`src/rtl/ssemi_decimator_sequencer_pkg.sv`:
```
// rtl/ssemi_decimator_sequencer_pkg.sv - shared states, error codes and config-address map
package ssemi_decimator_sequencer_pkg;

  typedef enum logic [3:0] {
    IDLE, RD, CAP, WR, ENA, WAIT1, RUN, ERROR, HOLDOFF
  } seq_state_t;

  typedef enum logic [1:0] {
    ERR_NONE     = 2'd0,
    ERR_DATAPATH = 2'd1,
    ERR_WATCHDOG = 2'd2,
    ERR_ABORT    = 2'd3
  } err_type_t;

  localparam logic [7:0] CTRL_BASE = 8'h00;
  localparam logic [7:0] FIR_BASE  = 8'h10;
  localparam logic [7:0] HB_BASE   = 8'h80;

  // ROM index -> decimator configuration address
  function automatic logic [7:0] map_addr(input logic [6:0] k, input logic [6:0] fir_taps);
    if (k == 7'd0) return CTRL_BASE;
    else if (k <= fir_taps) return FIR_BASE + {1'b0, k - 7'd1};
    else return HB_BASE + {1'b0, k - 7'd1 - fir_taps};
  endfunction

endpackage

```
`src/rtl/ssemi_seq_watchdog.sv`:
```
// rtl/ssemi_seq_watchdog.sv - loadable up-counter with clear, enable and terminal-count flag
module ssemi_seq_watchdog #(
  parameter int WIDTH = 16
) (
  input  logic             i_clk,
  input  logic             i_rst,
  input  logic             i_clear,
  input  logic             i_load,
  input  logic [WIDTH-1:0] i_load_value,
  input  logic             i_enable,
  input  logic [WIDTH-1:0] i_terminal,
  output logic             o_tc
);

  logic [WIDTH-1:0] count_q, count_d;

  always_comb begin
    count_d = count_q;
    if (i_clear)       count_d = '0;
    else if (i_load)   count_d = i_load_value;
    else if (i_enable) count_d = count_q + 1'b1;
  end

  always_ff @(posedge i_clk) begin
    if (i_rst) count_q <= '0;
    else       count_q <= count_d;
  end

  assign o_tc = (count_q == i_terminal);

endmodule

```
`src/rtl/ssemi_decimator_sequencer.sv`:
```
// rtl/ssemi_decimator_sequencer.sv - decimator coefficient loader and run supervisor
// Optional auto-restart after datapath/watchdog errors: SSEMI_DEC_SEQ_AUTO_RESTART_EN
module ssemi_decimator_sequencer
  import ssemi_decimator_sequencer_pkg::*;
#(
  parameter int FIR_TAPS        = 32,
  parameter int HALFBAND_TAPS   = 15,
  parameter int WATCHDOG_CYCLES = 4096,
  parameter int RESTART_HOLDOFF = 16
) (
  input  logic        i_clk,
  input  logic        i_rst,
  input  logic        i_start,
  input  logic        i_abort,
  output logic [6:0]  o_rom_addr,
  output logic        o_rom_rd,
  input  logic [31:0] i_rom_data,
  output logic        o_config_valid,
  output logic [7:0]  o_config_addr,
  output logic [31:0] o_config_data,
  input  logic        i_config_ready,
  output logic        o_enable,
  input  logic        i_dec_valid,
  input  logic        i_dec_error,
  output logic        o_running,
  output logic        o_busy,
  output logic        o_error,
  output logic [1:0]  o_error_type,
`ifdef SSEMI_DEC_SEQ_AUTO_RESTART_EN
  output logic [7:0]  o_restart_count,
`endif
  output logic [6:0]  o_words_written
);

  localparam logic [6:0] LAST_K = 7'(FIR_TAPS + HALFBAND_TAPS);
  localparam logic [6:0] FIR_K  = 7'(FIR_TAPS);

  if (FIR_TAPS < 4 || FIR_TAPS > 64 || HALFBAND_TAPS < 5 || HALFBAND_TAPS > 31 ||
      HALFBAND_TAPS % 2 == 0 || WATCHDOG_CYCLES < 2 || WATCHDOG_CYCLES > 65535 ||
      RESTART_HOLDOFF < 1 || RESTART_HOLDOFF > 255) begin : g_param_err
    $error("ssemi_decimator_sequencer: parameter out of range");
  end

  seq_state_t  state_q, state_d;
  err_type_t   err_q, err_d;
  logic [6:0]  k_q, k_d, rom_addr_q, rom_addr_d, words_q, words_d;
  logic [7:0]  cfg_addr_q, cfg_addr_d;
  logic [31:0] cfg_data_q, cfg_data_d;
  logic        rom_rd_q, rom_rd_d, cfg_valid_q, cfg_valid_d, enable_q, enable_d;
  logic        running_q, running_d, busy_q, busy_d, error_q, error_d;
  logic        wd_clear, wd_enable, wd_tc, start_load, auto_go;

  ssemi_seq_watchdog #(.WIDTH(16)) u_watchdog (
    .i_clk(i_clk), .i_rst(i_rst), .i_clear(wd_clear), .i_load(1'b0),
    .i_load_value(16'd0), .i_enable(wd_enable),
    .i_terminal(16'(WATCHDOG_CYCLES)), .o_tc(wd_tc)
  );

`ifdef SSEMI_DEC_SEQ_AUTO_RESTART_EN
  logic [7:0] restart_cnt_q, restart_cnt_d;
  logic       ho_tc;

  // Held at zero outside ERROR, so the count starts fresh on every error entry
  ssemi_seq_watchdog #(.WIDTH(8)) u_holdoff (
    .i_clk(i_clk), .i_rst(i_rst), .i_clear(state_q != ERROR), .i_load(1'b0),
    .i_load_value(8'd0), .i_enable(state_q == ERROR),
    .i_terminal(8'(RESTART_HOLDOFF - 1)), .o_tc(ho_tc)
  );
  assign auto_go = ho_tc && (err_q == ERR_DATAPATH || err_q == ERR_WATCHDOG);
  assign o_restart_count = restart_cnt_q;
`else
  assign auto_go = 1'b0;
`endif

  always_comb begin
    state_d     = state_q;
    err_d       = err_q;
    k_d         = k_q;
    rom_addr_d  = rom_addr_q;
    rom_rd_d    = 1'b0;
    words_d     = words_q;
    cfg_valid_d = cfg_valid_q;
    cfg_addr_d  = cfg_addr_q;
    cfg_data_d  = cfg_data_q;
    enable_d    = enable_q;
    running_d   = running_q;
    wd_clear    = 1'b0;
    wd_enable   = 1'b0;
    start_load  = 1'b0;
`ifdef SSEMI_DEC_SEQ_AUTO_RESTART_EN
    restart_cnt_d = restart_cnt_q;
`endif
    if (i_abort) begin
      cfg_valid_d = 1'b0;
      enable_d    = 1'b0;
      running_d   = 1'b0;
      if (state_q == RD || state_q == CAP || state_q == WR) begin
        state_d = ERROR;
        err_d   = ERR_ABORT;
      end else begin
        state_d = IDLE;
      end
    end else begin
      case (state_q)
        IDLE: start_load = i_start;
        RD:   state_d = CAP;
        CAP: begin
          cfg_data_d  = i_rom_data;
          cfg_addr_d  = map_addr(k_q, FIR_K);
          cfg_valid_d = 1'b1;
          state_d     = WR;
        end
        WR: if (i_config_ready) begin
          cfg_valid_d = 1'b0;
          words_d     = words_q + 7'd1;
          if (k_q == LAST_K) begin
            enable_d = 1'b1;
            state_d  = ENA;
          end else begin
            k_d        = k_q + 7'd1;
            rom_addr_d = k_q + 7'd1;
            rom_rd_d   = 1'b1;
            state_d    = RD;
          end
        end
        ENA: begin
          wd_clear = 1'b1;
          state_d  = WAIT1;
        end
        WAIT1, RUN: begin
          if (i_dec_error || (state_q == RUN && wd_tc)) begin
            err_d     = i_dec_error ? ERR_DATAPATH : ERR_WATCHDOG;
            enable_d  = 1'b0;
            running_d = 1'b0;
            state_d   = ERROR;
          end else if (state_q == WAIT1) begin
            if (i_dec_valid) begin
              running_d = 1'b1;
              state_d   = RUN;
            end
          end else begin
            wd_enable = 1'b1;
            wd_clear  = i_dec_valid;
          end
        end
        ERROR: begin
          start_load = i_start || auto_go;
`ifdef SSEMI_DEC_SEQ_AUTO_RESTART_EN
          if (!i_start && auto_go && restart_cnt_q != 8'hFF)
            restart_cnt_d = restart_cnt_q + 8'd1;
`endif
        end
        default: state_d = IDLE;
      endcase
      if (start_load) begin
        state_d    = RD;
        err_d      = ERR_NONE;
        k_d        = 7'd0;
        rom_addr_d = 7'd0;
        rom_rd_d   = 1'b1;
        words_d    = 7'd0;
      end
    end
    busy_d  = !(state_d == IDLE || state_d == ERROR);
    error_d = (state_d == ERROR);
  end

  always_ff @(posedge i_clk) begin
    if (i_rst) begin
      state_q     <= IDLE;
      err_q       <= ERR_NONE;
      k_q         <= 7'd0;
      rom_addr_q  <= 7'd0;
      rom_rd_q    <= 1'b0;
      words_q     <= 7'd0;
      cfg_valid_q <= 1'b0;
      cfg_addr_q  <= 8'd0;
      cfg_data_q  <= 32'd0;
      enable_q    <= 1'b0;
      running_q   <= 1'b0;
      busy_q      <= 1'b0;
      error_q     <= 1'b0;
`ifdef SSEMI_DEC_SEQ_AUTO_RESTART_EN
      restart_cnt_q <= 8'd0;
`endif
    end else begin
      state_q     <= state_d;
      err_q       <= err_d;
      k_q         <= k_d;
      rom_addr_q  <= rom_addr_d;
      rom_rd_q    <= rom_rd_d;
      words_q     <= words_d;
      cfg_valid_q <= cfg_valid_d;
      cfg_addr_q  <= cfg_addr_d;
      cfg_data_q  <= cfg_data_d;
      enable_q    <= enable_d;
      running_q   <= running_d;
      busy_q      <= busy_d;
      error_q     <= error_d;
`ifdef SSEMI_DEC_SEQ_AUTO_RESTART_EN
      restart_cnt_q <= restart_cnt_d;
`endif
    end
  end

  assign o_rom_addr      = rom_addr_q;
  assign o_rom_rd        = rom_rd_q;
  assign o_config_valid  = cfg_valid_q;
  assign o_config_addr   = cfg_addr_q;
  assign o_config_data   = cfg_data_q;
  assign o_enable        = enable_q;
  assign o_running       = running_q;
  assign o_busy          = busy_q;
  assign o_error         = error_q;
  assign o_error_type    = err_q;
  assign o_words_written = words_q;

endmodule

```
`config.mk`:
```
export PLATFORM = sky130hd
export DESIGN_NAME = ssemi_decimator_sequencer
export DESIGN_NICKNAME = d
export VERILOG_FILES = /design/src/rtl/ssemi_decimator_sequencer_pkg.sv /design/src/rtl/ssemi_seq_watchdog.sv /design/src/rtl/ssemi_decimator_sequencer.sv
export SDC_FILE = /design/constraint.sdc
export NUM_CORES = 1
export LEC_CHECK = 0
export CAP_MARGIN = 30
export CELL_PAD_IN_SITES_DETAIL_PLACEMENT = 0
export CELL_PAD_IN_SITES_GLOBAL_PLACEMENT = 1
export CORE_MARGIN = 1.5
export CORE_UTILIZATION = 37
export CTS_CLUSTER_DIAMETER = 50
export DETAILED_ROUTE_END_ITERATION = 8
export PLACE_DENSITY_LB_ADDON = 0.08
export SYNTH_ARGS = -nofsm -noshare
export SYNTH_HDL_FRONTEND = slang
export SYNTH_SLANG_ARGS = --single-unit
```
`constraint.sdc`:
```
create_clock -name i_clk -period 3.91 [get_ports i_clk]
set_input_delay 0.782 -clock i_clk [delete_from_list [all_inputs] [get_ports i_clk]]
set_output_delay 0.782 -clock i_clk [all_outputs]
set_load 0.02 [all_outputs]
```
==> results of run 1 <==
-- synthesized netlist by cell type (2+ instances only) --
master / instances / area share [%]
nand2_1: 84 / 8.7
dfxtp_1: 82 / 46
nor2_1: 59 / 6.1
a21oi_1: 54 / 7.5
clkbuf_1: 26 / 2.7
nor3_1: 19 / 2.6
inv_1: 15 / 1.6
xor2_1: 15 / 3.6
nand3_1: 14 / 1.9
xnor2_1: 12 / 2.9
or3_1: 8 / 1.4
ha_1: 7 / 2.4
nand4_1: 7 / 1.2
o21ai_0: 7 / 0.97
a22oi_1: 4 / 0.83
and3_1: 4 / 0.69
nand2b_1: 4 / 0.69
a31oi_1: 3 / 0.52
nor4_1: 3 / 0.52
a211oi_1: 2 / 0.42
and4_1: 2 / 0.49
buf_2: 2 / 0.28
nor4b_1: 2 / 0.49
nor4bb_1: 2 / 0.56
o211ai_1: 2 / 0.42
o21a_1: 2 / 0.42
o21ai_1: 2 / 0.28
or2_2: 2 / 0.35
-- through the flow --
stage / power, uW / util, % / instances
detailed placement: 942 / 50.3 / 666
global route: 1680 / 52.7 / 682
floorplan: 888 / - / 461
finish: 1610 / 52.7 / 682
CTS: 1640 / 52.7 / 682
global placement: 943 / 50.3 / 666
-- state kept, by name, summed over array words and instances (netlist names), 2 cells and up --
name and count:
o_words_written 7, o_error_type 2, state_q 4, o_rom_addr 7, o_config_data 32, u_watchdog.count_q 16, o_config_addr 8
-- area by class of cell --
cell class	count	share of cell area [%]
Tap cell	129	3.28
Timing Repair Buffer	105	21.0
Clock buffer	9	2.52
Clock inverter	7	2.04
Sequential cell	82	33.4
Inverter	15	1.15
Multi-Input combinational cell	335	36.6
-- critical path: stages --
cell             delay [ns]
clkdlybuf4s50_1        0.50
nor4_4                 0.43
nand2_2                0.16
or4_1                  0.69
or3_1                  0.40
a21oi_1                0.14
-- worst min path at each step --
stage / end / slack, ns
6_report: o_config_data[23] / 0.46
5_1_grt: o_config_data[19] / 0.47
4_1_cts: o_config_data[5] / 0.46
3_5_place_dp: o_config_data[30] / 0.45
3_3_place_gp: o_config_addr[6] / 0.44
2_1_floorplan: u_watchdog.count_q[15] / 0.46
-- metal layers --
metal | up-vias | part of all wire [%] | track usage [%]
li1 | 1730 | - | -
met1 | 1477 | 49 | 23.4
met2 | 79 | 45 | 28.5
met3 | 15 | 5.0 | 3.52
met4 | 0 | 1.9 | 6.84
met5 | - | 0 | 0
-- power breakdown --
group          total [uW]  switching (uW)  internal (uW)
Sequential            840            2.79            837
Clock                 689             323            366
Combinational        82.2            37.7           44.5
Total                1610             364           1250
-- cell families (layout without fill, tap and decap cells) --
logic type / after synthesis / in the layout
AOI/OAI and AO/OA: 85 / 85
adders and majority gates: 7 / 7
xor gates and xnor gates: 27 / 27
and+or+nand+nor: 215 / 215
DFF: 82 / 82
other: 1 / 1
buffers and inverters: 44 / 136
==> out/metrics.yaml, run 1 <==
outcome:
  status: "finished, final reports clean"
route:
  ant_nets: 0
  totalWireLength_um: 8970
  wire_per_inst_um: 13.2
  via_count: 3301
  remaining_drc_errors: 0
  routed_via_density: 4.84
  dr.first_iter.drc_count: 119
  first_pass_iters: 5
die:
  die_h_um: 102
  io_pins: 101
  initial_core_util_pct: 38.6
  row_count: 35
  core-area_sq_um: 9330
  dieArea_sq_um: 10300
  die_x_um: 102
worst_setup_path:
  critPathKind: "input port to flop"
  crit_start: "i_abort"
  crit_required_ns: 4.19
  crit_arrival_ns: 3.11
  reg2reg_depth: 6
  r2r-start: "state_q[1]"
  path_max_fanout: 9
  rrSetupSlack_ns: 1.22
  worst_setup_path_start_kind: "input port"
  reg2reg_to: "u_watchdog.count_q[15]"
  endpoint: "u_watchdog.count_q[15]"
  endpoint_kind: "flop"
synthesis:
  avgSynthCellArea_sq_um: 7.82
  ys_types: 44
  synth_top_family_by_area: "simple AND/OR/NAND/NOR gates"
  async_reset_ff_share_pct: 0
  synth_warnings: 0
  synth_compound_area_share_pct: 13.4
  synth_mux_area_share_pct: 0
  synth-seq-cells: 82
  yosys.area_share.simple_pct: 27.3
  synth_flop_cell: "dfxtp_1"
  synthAdderAreaFrac_pct: 2.43
  synth_edf_count: 0
  synthesis.nets: 507
  synthXorXnorAreaFrac_pct: 6.56
  ys_seq_area_share_pct: 45.6
  synth_cells: 461
  synth.cell_area_sq_um: 3600
global_route:
  grt_pass1_wl_um: 14600
  grt_usage_pct: 17.7
  grt_antenna_before_repair: 0
  grt_overflow: 0
  grt_pass1_vias: 3121
  grt_max_degree: 41
job:
  drv_cap: 0
cells_and_area:
  multiInputGateArea_sq_um: 1800
  layout.nets: 594
  final_common_cell: "clkdlybuf4s50_1"
  syn_to_final_growth_pct: 36.4
  regArea_sq_um: 1640
  postLayoutCellArea_sq_um: 4920
  insertedDiodeCount: 0
  final_cell_mix: "99 x clkdlybuf4s50_1, 84 x nand2_1, 82 x dfxtp_1"
  drive_gt1_share_pct: 5.06
  fillers: 937
place:
  io_buffers: 100
  routabilityCongestion: 0.787
  dpl_cell_area_sq_um: 4690
  pre_cts_slack_ns: 0.733
  hpwl_um: 6280
sta:
  fin_ws_ns: 1.08
  setup_viol: 0
  holdWs_ns: 0.457
  slew_headroom_pct: 38.6
  fin_crit_sh_pct: 72.3
  hold_viol: 0
  fin_skew_ns: 0.0110
  worstMarginPinSlew_ns: 0.919
  fin_setup_tns_ns: 0
  grt_setup_unrepaired: "no"
  max_freq_mhz: 354
  min_period_ns: 2.83
  drv_slew: 0
worst_hold_path:
  hold_start: "o_config_data[23]"
  worst_hold_path.num_cells: 2
  hp-class: "flop to flop"
clock_tree:
  cts_max_level: 3
  cts_tree: "built"
  clk_latency_ns: 0.34
  clockBufferDepth: 2
  hold_buffers: 0
  clk_pin_slew_worst_paths_ns: 0.09
  post_cts_buffers: 0
  cts_sinks: 82
  cts-root-buf: "clkbuf_8"
  cts_buffers: 9
  cts_resized: 0
pwr:
  powerDensity_nw_per_um2: 328
  vdd_ir_drop_max_mv: 0.214
  p_leak_uw: 0.00165
Power figures use the tool's default switching activity.
==> inputs of run 2 (changes only) <==
--- a/config.mk
+++ b/config.mk
@@ -9,7 +9,7 @@
 export CELL_PAD_IN_SITES_DETAIL_PLACEMENT = 0
 export CELL_PAD_IN_SITES_GLOBAL_PLACEMENT = 1
 export CORE_MARGIN = 1.5
-export CORE_UTILIZATION = 37
+export CORE_UTILIZATION = 34
 export CTS_CLUSTER_DIAMETER = 50
 export DETAILED_ROUTE_END_ITERATION = 8
 export PLACE_DENSITY_LB_ADDON = 0.08
==> constraint.sdc (replaced) <==
create_clock -name i_clk -period 2.8 [get_ports i_clk]
set_input_delay 0.56 -clock i_clk [delete_from_list [all_inputs] [get_ports i_clk]]
set_output_delay 0.56 -clock i_clk [all_outputs]
set_load 0.02 [all_outputs]
==> out/metrics.yaml, run 2 (same netlist as run 1, synthesis figures left out) <==
outcome:
  status: "finished, final reports clean"
sta:
  setup_viol: 0
  fin_crit_sh_pct: 84.9
  min_period_ns: 2.38
  grt_setup_unrepaired: "no"
  hold_viol: 0
  fin_setup_tns_ns: 0
  fin_skew_ns: 0.00711
  slew_headroom_pct: 60.4
  max_freq_mhz: 421
  holdWs_ns: 0.453
  drv_slew: 0
  fin_ws_ns: 0.422
  worstMarginPinSlew_ns: 0.588
worst_hold_path:
  worst_hold_path.num_cells: 2
  hp-class: "flop to flop"
cells_and_area:
  instances_no_fill: 698
  syn_to_final_growth_pct: 39.2
  multiInputGateArea_sq_um: 1800
  postLayoutCellArea_sq_um: 5010
  final_cell_mix: "99 x clkdlybuf4s50_1, 84 x nand2_1, 82 x dfxtp_1"
  drive_gt1_share_pct: 6.58
  final_common_cell: "clkdlybuf4s50_1"
  layout.nets: 604
  largest_reg_flops: 32
  regArea_sq_um: 1640
  insertedDiodeCount: 0
  fillers: 1010
pwr:
  power_frac_comb_pct: 5.3
  power_frac_clock_pct: 42.8
  vdd_ir_drop_max_mv: 0.188
  p_leak_uw: 0.00170
  p_sw_uw: 479
  internal_power_uw: 1780
  power_frac_seq_pct: 51.9
  p_sw_share_pct: 21.2
  powerDensity_nw_per_um2: 450
route:
  routed_via_density: 4.84
  wire_per_inst_um: 13.3
  dr.first_iter.drc_count: 172
  ant_nets: 0
  remaining_drc_errors: 0
  first_pass_iters: 4
  totalWireLength_um: 9280
  via_count: 3379
clock_tree:
  post_cts_buffers: 0
  cts_tree: "built"
  cts_resized: 0
  clockBufferDepth: 2
  cts_buffers: 9
  clk_latency_ns: 0.35
  clk_pin_slew_worst_paths_ns: 0.08
  cts_sinks: 82
  cts_max_level: 3
  hold_buffers: 0
  cts-root-buf: "clkbuf_8"
worst_setup_path:
  worst_setup_path_start_kind: "input port"
  reg2reg_depth: 8
  crit_arrival_ns: 2.66
  crit_required_ns: 3.08
  path_max_fanout: 9
  critPathKind: "input port to flop"
  endpoint_kind: "flop"
job:
  drv_cap: 0
place:
  dp_cells: 683
  io_buffers: 100
  dpl_cell_area_sq_um: 4790
  pre_cts_slack_ns: 0.0585
  hpwl_um: 6480
  routabilityCongestion: 0.829
global_route:
  grt_pass1_vias: 3175
  grt_pass1_wl_um: 15500
  grt_max_degree: 38
  grt_usage_pct: 17.1
  grt_overflow: 0
  grt_antenna_before_repair: 0
die:
  dieArea_sq_um: 11200
  initial_core_util_pct: 34.9
  die_x_um: 106
  die_h_um: 106
  core-area_sq_um: 10300
  io_pins: 101
  row_count: 37
==> run 2: path summary, 6_finish.rpt <==
kind / from / end / slack, ns
setup / recovery: i_abort / u_watchdog.count_q[15] / 0.42
hold / removal: o_config_addr[6] / o_config_addr[6] / 0.45
setup reg to reg: u_watchdog.count_q[0] / u_watchdog.count_q[15] / 0.43
hold reg to reg: o_config_addr[6] / o_config_addr[6] / 0.45
==> run 2: power groups by stage <==
stage / clock (uW) / sequential (uW) / combinational (uW)
5_1_grt: 1060 / 1170 / 129
3_3_place_gp: 0 / 1200 / 120
4_1_cts: 1000 / 1170 / 120
6_report: 967 / 1170 / 119
3_5_place_dp: 0 / 1200 / 120
2_1_floorplan: 0 / 1200 / 38.7
==> run 2: per-stage QoR <==
| step | power (uW) | utilization, % |
|---|---|---|
| 4_1_cts | 2300 | 48.6 |
| 5_1_grt | 2360 | 48.6 |
| 3_3_place_gp | 1320 | 46.4 |
| 2_1_floorplan | 1240 | - |
| 6_report | 2260 | 48.6 |
| 3_5_place_dp | 1320 | 46.4 |
==> run 2: layout make-up <==
type | instances | area share (%)
Timing Repair Buffer | 115 | 22.4
Clock inverter | 4 | 1.50
Tap cell | 136 | 3.39
Sequential cell | 82 | 32.7
Clock buffer | 11 | 3.02
Multi-Input combinational cell | 335 | 35.9
Inverter | 15 | 1.12
==> run 2: worst max-delay path, cell delays in order <==
cell             delay [ns]
clkdlybuf4s50_1        0.49
nor4_4                 0.33
nand2_2                0.09
or4_1                  0.66
or3_1                  0.39
a21oi_1                0.14
==> run 2: routing by layer <==
metal	part of all wire [%]	wire length, um	vias to the layer above	global-route usage [%]
met5	0	0	-	0
met1	50	4600	1537	23.4
li1	-	-	1742	-
met3	5.8	535	11	4.17
met2	43	3990	89	25.9
met4	1.6	152	0	6.95
==> patch 1, RTL diff (config.mk and constraints of run 2) <==
`WIDTH` is set to 16 in 2 places; all go to 24.
--- a/src/rtl/ssemi_seq_watchdog.sv
+++ b/src/rtl/ssemi_seq_watchdog.sv
@@ -1,6 +1,6 @@
 // rtl/ssemi_seq_watchdog.sv - loadable up-counter with clear, enable and terminal-count flag
 module ssemi_seq_watchdog #(
-  parameter int WIDTH = 16
+  parameter int WIDTH = 24
 ) (
   input  logic             i_clk,
   input  logic             i_rst,
--- a/src/rtl/ssemi_decimator_sequencer.sv
+++ b/src/rtl/ssemi_decimator_sequencer.sv
@@ -50,7 +50,7 @@
   logic        running_q, running_d, busy_q, busy_d, error_q, error_d;
   logic        wd_clear, wd_enable, wd_tc, start_load, auto_go;
 
-  ssemi_seq_watchdog #(.WIDTH(16)) u_watchdog (
+  ssemi_seq_watchdog #(.WIDTH(24)) u_watchdog (
     .i_clk(i_clk), .i_rst(i_rst), .i_clear(wd_clear), .i_load(1'b0),
     .i_load_value(16'd0), .i_enable(wd_enable),
     .i_terminal(16'(WATCHDOG_CYCLES)), .o_tc(wd_tc)
Check against the original RTL: no difference found for any inputs over 10 cycles, from zero or initial values and one cycle with i_rst high; that may be too few to reach the edited logic, so the function may still have changed.
==> patch 1 against run 2 <==
  * Global-route usage increased by 0.49 points
  * Design area up 11%
  * Via count grew 11%
  * Clock power increased by 34%
  * The run now ends with design-rule violations left
  * Setup slack worse by 0.19 ns
  * Synthesized area increased by 12%
  * Synthesized cell count grew 8.2%
  * Worst hold slack lost 0.00090 ns
  * Power up 22%
  * Wire length is 15% higher
  * Critical path type is now reg2reg
  * Count of clock-buffer cells in the layout up 1
  * Largest power group is now clock
  * Sequential cell count up 8
  * Final cell count is 7.3% higher
  * Largest cell class unchanged
==> patch 1: results (changes against run 2) <==
Power
The static power due to leakage came to 1.97 nW (+16%). The total internal power is 2.17 mW (+22%). The maximum vdd ir drop is 0.268 mV (+42%).

Placement
The last weighted congestion value of the routability-driven placer is 0.746 (-10%). The placed cell count is 733 (+7.3%). The detailed placer's ending HPWL is 7530 µm (+16%).

Worst setup path
The data arrival at the endpoint of the critical path is 2.82 ns (+0.16 ns). The kind of critical path is reg2reg. The largest fanout of any net on the critical path is 6 (-3). In this run the critical register-to-register path is launched from o_rom_addr[0].

GRT
The global-route wire length before repair came to 17800 µm (+15%). The number of global-route vias before repair is 3705 (+17%). The global routing usage on met1 is 22.9% (-0.49 points). The global-route usage over all layers is 17.6% (+0.49 points).

The met3 routing resource usage after global routing is 2.99% (-1.2 points). The fraction of met2 tracks used by global routing came to 29.0% (+3.1 points).

Synthesis
The distinct cell type count after synthesis is 49 (+11%). The average instance area after synthesis is 8.10 µm² (+3.6%). Sorting the synthesized cells by how often they occur yields sky130_fd_sc_hd__dfxtp_1, sky130_fd_sc_hd__nand2_1, sky130_fd_sc_hd__nor2_1, sky130_fd_sc_hd__a21oi_1, sky130_fd_sc_hd__clkbuf_1. The net count after synthesis is 545 (+7.5%). The portion of the post-synthesis area used by sequential elements is 44.6% (-0.96 points).

Finish
The number of nets at the end of the flow is 647 (+7.1%). The non-filler instance count after layout is 749 (+7.3%).

STA
The pin slew with the least headroom to its limit is 0.558 ns (-0.0297 ns). The largest clock skew in the final design is 0.00984 ns (+0.00273 ns).

Status
The checks that failed: design-rule violations. The flow ran to the end, but the final reports show violations.

Route
The post-detailed-routing wire length is 10600 µm (+15%). The final routed DRC violation total is 6 (+6). The number of design-rule violations left by the first detailed-router iteration is 211 (+23%).

Min path
The worst hold path begins at o_config_data[27].

Clock tree
The clock tree root buffer cell is sky130_fd_sc_hd__clkbuf_16.
==> patch 1: final cells by class <==
cell class                 instances  area, µm²  area share, %
clock buffer                      12        246           4.41
sequential                        90       1800           32.2
clock inverter                     4       75.1           1.34
tap                              143        179           3.20
timing repair buffer             120       1170           20.9
multi-input combinational        368       2070           37.1
inverter                          12       45.0          0.806
==> patch 1: logic make-up (layout without fill, tap and decap cells) <==
logic type | count (synthesis) | count (layout) | synth area share (%)
adders and majority gates | 7 | 7 | 2.17
other | 1 | 1 | 0.0928
DFF | 90 | 90 | 44.6
buffers and inverters | 41 | 148 | 4.18
AOI/OAI and AO/OA | 84 | 84 | 12.6
muxes | 1 | 1 | 0.248
and+or+nand+nor | 237 | 237 | 27.9
xor gates and xnor gates | 38 | 38 | 8.24
==> patch 1: worst paths after layout <==
| check | to | slack, ns | depth (start not counted) |
|---|---|---|---|
| max | o_config_addr[6] | 0.24 | 9 |
| min | o_config_data[27] | 0.45 | 2 |
| max reg2reg | o_config_addr[6] | 0.24 | 9 |
| min reg2reg | o_config_data[27] | 0.45 | 2 |
==> patch 1: per-stage QoR <==
step | instance area, µm² | util [%] | total power, mW
2_1_floorplan | 4040 | - | 1.38
3_3_place_gp | 5270 | 45.8 | 1.47
3_5_place_dp | 5270 | 45.8 | 1.47
4_1_cts | 5590 | 48.5 | 2.79
5_1_grt | 5590 | 48.5 | 2.85
6_report | 5590 | 48.5 | 2.74
==> patch 1: critical path, stage by stage, from the launching register on <==
cell	delay [ns]
sky130_fd_sc_hd__dfxtp_1	0.37
sky130_fd_sc_hd__inv_1	0.14
sky130_fd_sc_hd__ha_1	0.21
sky130_fd_sc_hd__or3b_2	0.54
sky130_fd_sc_hd__nor3_1	0.20
sky130_fd_sc_hd__xor2_1	0.18
sky130_fd_sc_hd__ha_1	0.26
sky130_fd_sc_hd__o21ai_0	0.22
sky130_fd_sc_hd__a222oi_1	0.10
sky130_fd_sc_hd__a211oi_1	0.23
==> patch 1: power groups by stage <==
stage	Sequential, mW	Clock, mW	Combinational (mW)
2_1_floorplan	1.32	0	0.0550
3_3_place_gp	1.32	0	0.147
3_5_place_dp	1.32	0	0.147
4_1_cts	1.29	1.35	0.148
5_1_grt	1.29	1.39	0.159
6_report	1.29	1.30	0.146
==> patch 1: per-layer routing <==
layer	wire length, µm	vias to the layer above	share of wire [%]
li1	-	1909	-
met1	5100	1737	48
met2	4920	80	46
met3	390	14	3.7
met4	220	0	2.1
met5	0	-	0
==> patch 2, RTL diff (settings of run 2) <==
Made on the original files. Encoding of `seq_state_t`: now one-hot (9 bits for 9 states).
--- a/src/rtl/ssemi_decimator_sequencer_pkg.sv
+++ b/src/rtl/ssemi_decimator_sequencer_pkg.sv
@@ -1,8 +1,8 @@
 // rtl/ssemi_decimator_sequencer_pkg.sv - shared states, error codes and config-address map
 package ssemi_decimator_sequencer_pkg;
 
-  typedef enum logic [3:0] {
-    IDLE, RD, CAP, WR, ENA, WAIT1, RUN, ERROR, HOLDOFF
+  typedef enum logic [8:0] {
+    IDLE = 9'b000000001, RD = 9'b000000010, CAP = 9'b000000100, WR = 9'b000001000, ENA = 9'b000010000, WAIT1 = 9'b000100000, RUN = 9'b001000000, ERROR = 9'b010000000, HOLDOFF = 9'b100000000
   } seq_state_t;
 
   typedef enum logic [1:0] {
Formal check against the unedited RTL: no difference found for any inputs over 10 cycles, from zero or initial values and one cycle with i_rst high; not proved beyond that.
==> patch 2 against run 2 <==
  * Non-clock buffer count is 4 lower
  * Power increased by 18%
  * Setup slack lost 0.049 ns
  * Sequential power rose by 7%
  * Largest cell class unchanged
  * Count of clock-buffer cells in the layout increased by 3
  * Via count up 6.8%
  * Die area grew 9.8%
  * Clock skew shrank 0.0022 ns
  * Final cell count up 2.7%
  * Largest power group is now clock
  * Sequential cell count rose by 5
  * Synthesized area rose by 10%
  * Wire length grew 13%
  * Design area increased by 7.9%
==> patch 2: results (changes against run 2) <==
Status
The run finished with clean final reports.

Synthesis
The total of warnings raised by yosys is 0 (unchanged). Sorting the synthesized cells by how often they occur yields sky130_fd_sc_hd__dfxtp_1, sky130_fd_sc_hd__nand2_1, sky130_fd_sc_hd__nor2_1, sky130_fd_sc_hd__a21oi_1, sky130_fd_sc_hd__nor3_1. The leading register cell type out of synthesis is sky130_fd_sc_hd__dfxtp_1.

The proportion of register bits with asynchronous set or reset after synthesis is 0% (unchanged). The portion of the post-synthesis area used by sequential elements is 43.9% (-1.6 points). The gate count after technology mapping is 476 (+3.3%).

The distinct cell type count after synthesis is 59 (+34%). In the post-synthesis netlist, the biggest area contributors are sky130_fd_sc_hd__dfxtp_1, sky130_fd_sc_hd__nand2_1, sky130_fd_sc_hd__a21oi_1. The net count after synthesis is 522 (+3.0%).

GRT
The global-route usage over all layers is 17.8% (+0.63 points). The largest net degree at the start of global routing came to 23 (-39%). The number of global-route vias before repair is 3480 (+9.6%).

The initial antenna violation count is 0 (unchanged). The global-route wire length before repair is 17600 µm (+14%).

Clock tree
The H-tree level count is 3 (unchanged). Clock latency on the worst-skew pair, taken at its later pin, is 0.34 ns. The number of buffers inserted by hold repair at cts is 0 (unchanged). The post-cts gate resize count is 0 (unchanged). The number of post-CTS setup repair buffers was 0 (unchanged). The worst-case clock buffer depth is 2 (unchanged). The total clock buffers created by CTS is 9 (unchanged).

The clock edge transition at the registers on the reported setup and hold paths came to 0.06 ns (-0.02 ns). The tree is rooted in a sky130_fd_sc_hd__clkbuf_16.

Placement
The number of buffers inserted by port buffering is 100 (unchanged). The placed cell count came to 701 (+2.6%). The last weighted congestion value of the routability-driven placer is 0.854 (+3.0%). The pre-CTS worst setup slack is 0.107 ns (+0.0483 ns). The detailed placer's ending HPWL is 7600 µm (+17%). The placed standard-cell area is 0.00508 mm² (+6.1%).

Power
The static power due to leakage is 1.88 nW (+11%). The maximum vdd ir drop was 0.242 mV (+29%).

Route
The number of design-rule violations left by the first detailed-router iteration is 166 (-3.5%). The mean routed wirelength per cell is 14.6 µm (+9.5%). The first-pass detailed-route iteration total is 4 (unchanged).

The final routed DRC violation total is 0 (unchanged). The via density per instance is 5.03 (+3.9%).

Finish
Compared with the post-synthesis result, the final layout area differs by 36.4%. The non-filler instance count after layout is 717 (+2.7%). The number of flip-flops in the largest register is 32 (unchanged). The number of nets at the end of the flow came to 615 (+1.8%). The count of inserted antenna diode cells is 0 (unchanged).

The layout filler cell count was 1151 (+14%). The fraction of final layout cells sized beyond drive strength 1 is 7.84% (+1.3 points).

Flow run
The number of max-cap violations is 0 (unchanged).

Worst setup path
In this design, the largest share of critical-path delay is due to simple AND/OR/NAND/NOR gates. The largest fanout of any net on the critical path is 5 (-4). The delay contributed by the slowest stage of the critical path was 0.48 ns (-0.18 ns). The library cell contributing the largest single delay on the critical path is sky130_fd_sc_hd__nor3b_1. The data arrival at the endpoint of the critical path was 2.64 ns (-0.02 ns).

STA
The relative slew slack is 58.6% (-1.9 points). The largest clock skew in the final design was 0.00496 ns (-0.00215 ns).

Min path
The classification of the worst-slack hold path is reg2reg.
[patch 2: cell count changes in the layout (fill, tap and decap cells not counted), moves of 7 or more]
cell / run 2 / this run
sky130_fd_sc_hd__clkbuf_16: 0 / 9
sky130_fd_sc_hd__o21ai_0: 7 / 16
sky130_fd_sc_hd__nand2_1: 84 / 76
sky130_fd_sc_hd__inv_1: 15 / 8
sky130_fd_sc_hd__nor2_1: 59 / 52
[patch 2: kinds of logic after synthesis]
kind of cell	synth area share (%)
adder cells (fa/ha/maj)	2.21
other	0.0945
multiplexers	0.505
buffers and inverters	4.45
AO/OA/AOI/OAI	14.6
XOR/XNOR	6.18
flip-flops	43.9
AND/OR/NAND/NOR	28.0
[patch 2: report_power, final]
group	total (mW)	switching (mW)	internal, mW
Combinational	0.137	0.0660	0.0708
Sequential	1.25	0.00499	1.24
Clock	1.29	0.479	0.812
Total	2.67	0.550	2.12
[patch 2: metal layers]
| metal | wire length, µm | track usage, % |
|---|---|---|
| met5 | 0 | 0 |
| met4 | 223 | 7.95 |
| met3 | 455 | 3.94 |
| met2 | 4910 | 28.1 |
| met1 | 4850 | 23.2 |
[patch 2: worst paths after layout]
kind,start,end,slack [ns],cells after the start
max,o_rom_addr[0],o_config_addr[7],0.37,11
min,o_config_data[6],o_config_data[6],0.45,2
max reg2reg,o_rom_addr[0],o_config_addr[7],0.37,11
min reg2reg,o_config_data[6],o_config_data[6],0.45,2
[patch 2: layout make-up]
class | instances | area share, %
flip-flops and latches | 87 | 32.2
inverters | 8 | 0.555
clock inverters | 2 | 0.647
clock buffers | 14 | 5.43
multi-input cells | 352 | 37.9
repair buffers | 111 | 19.9
well taps | 143 | 3.31
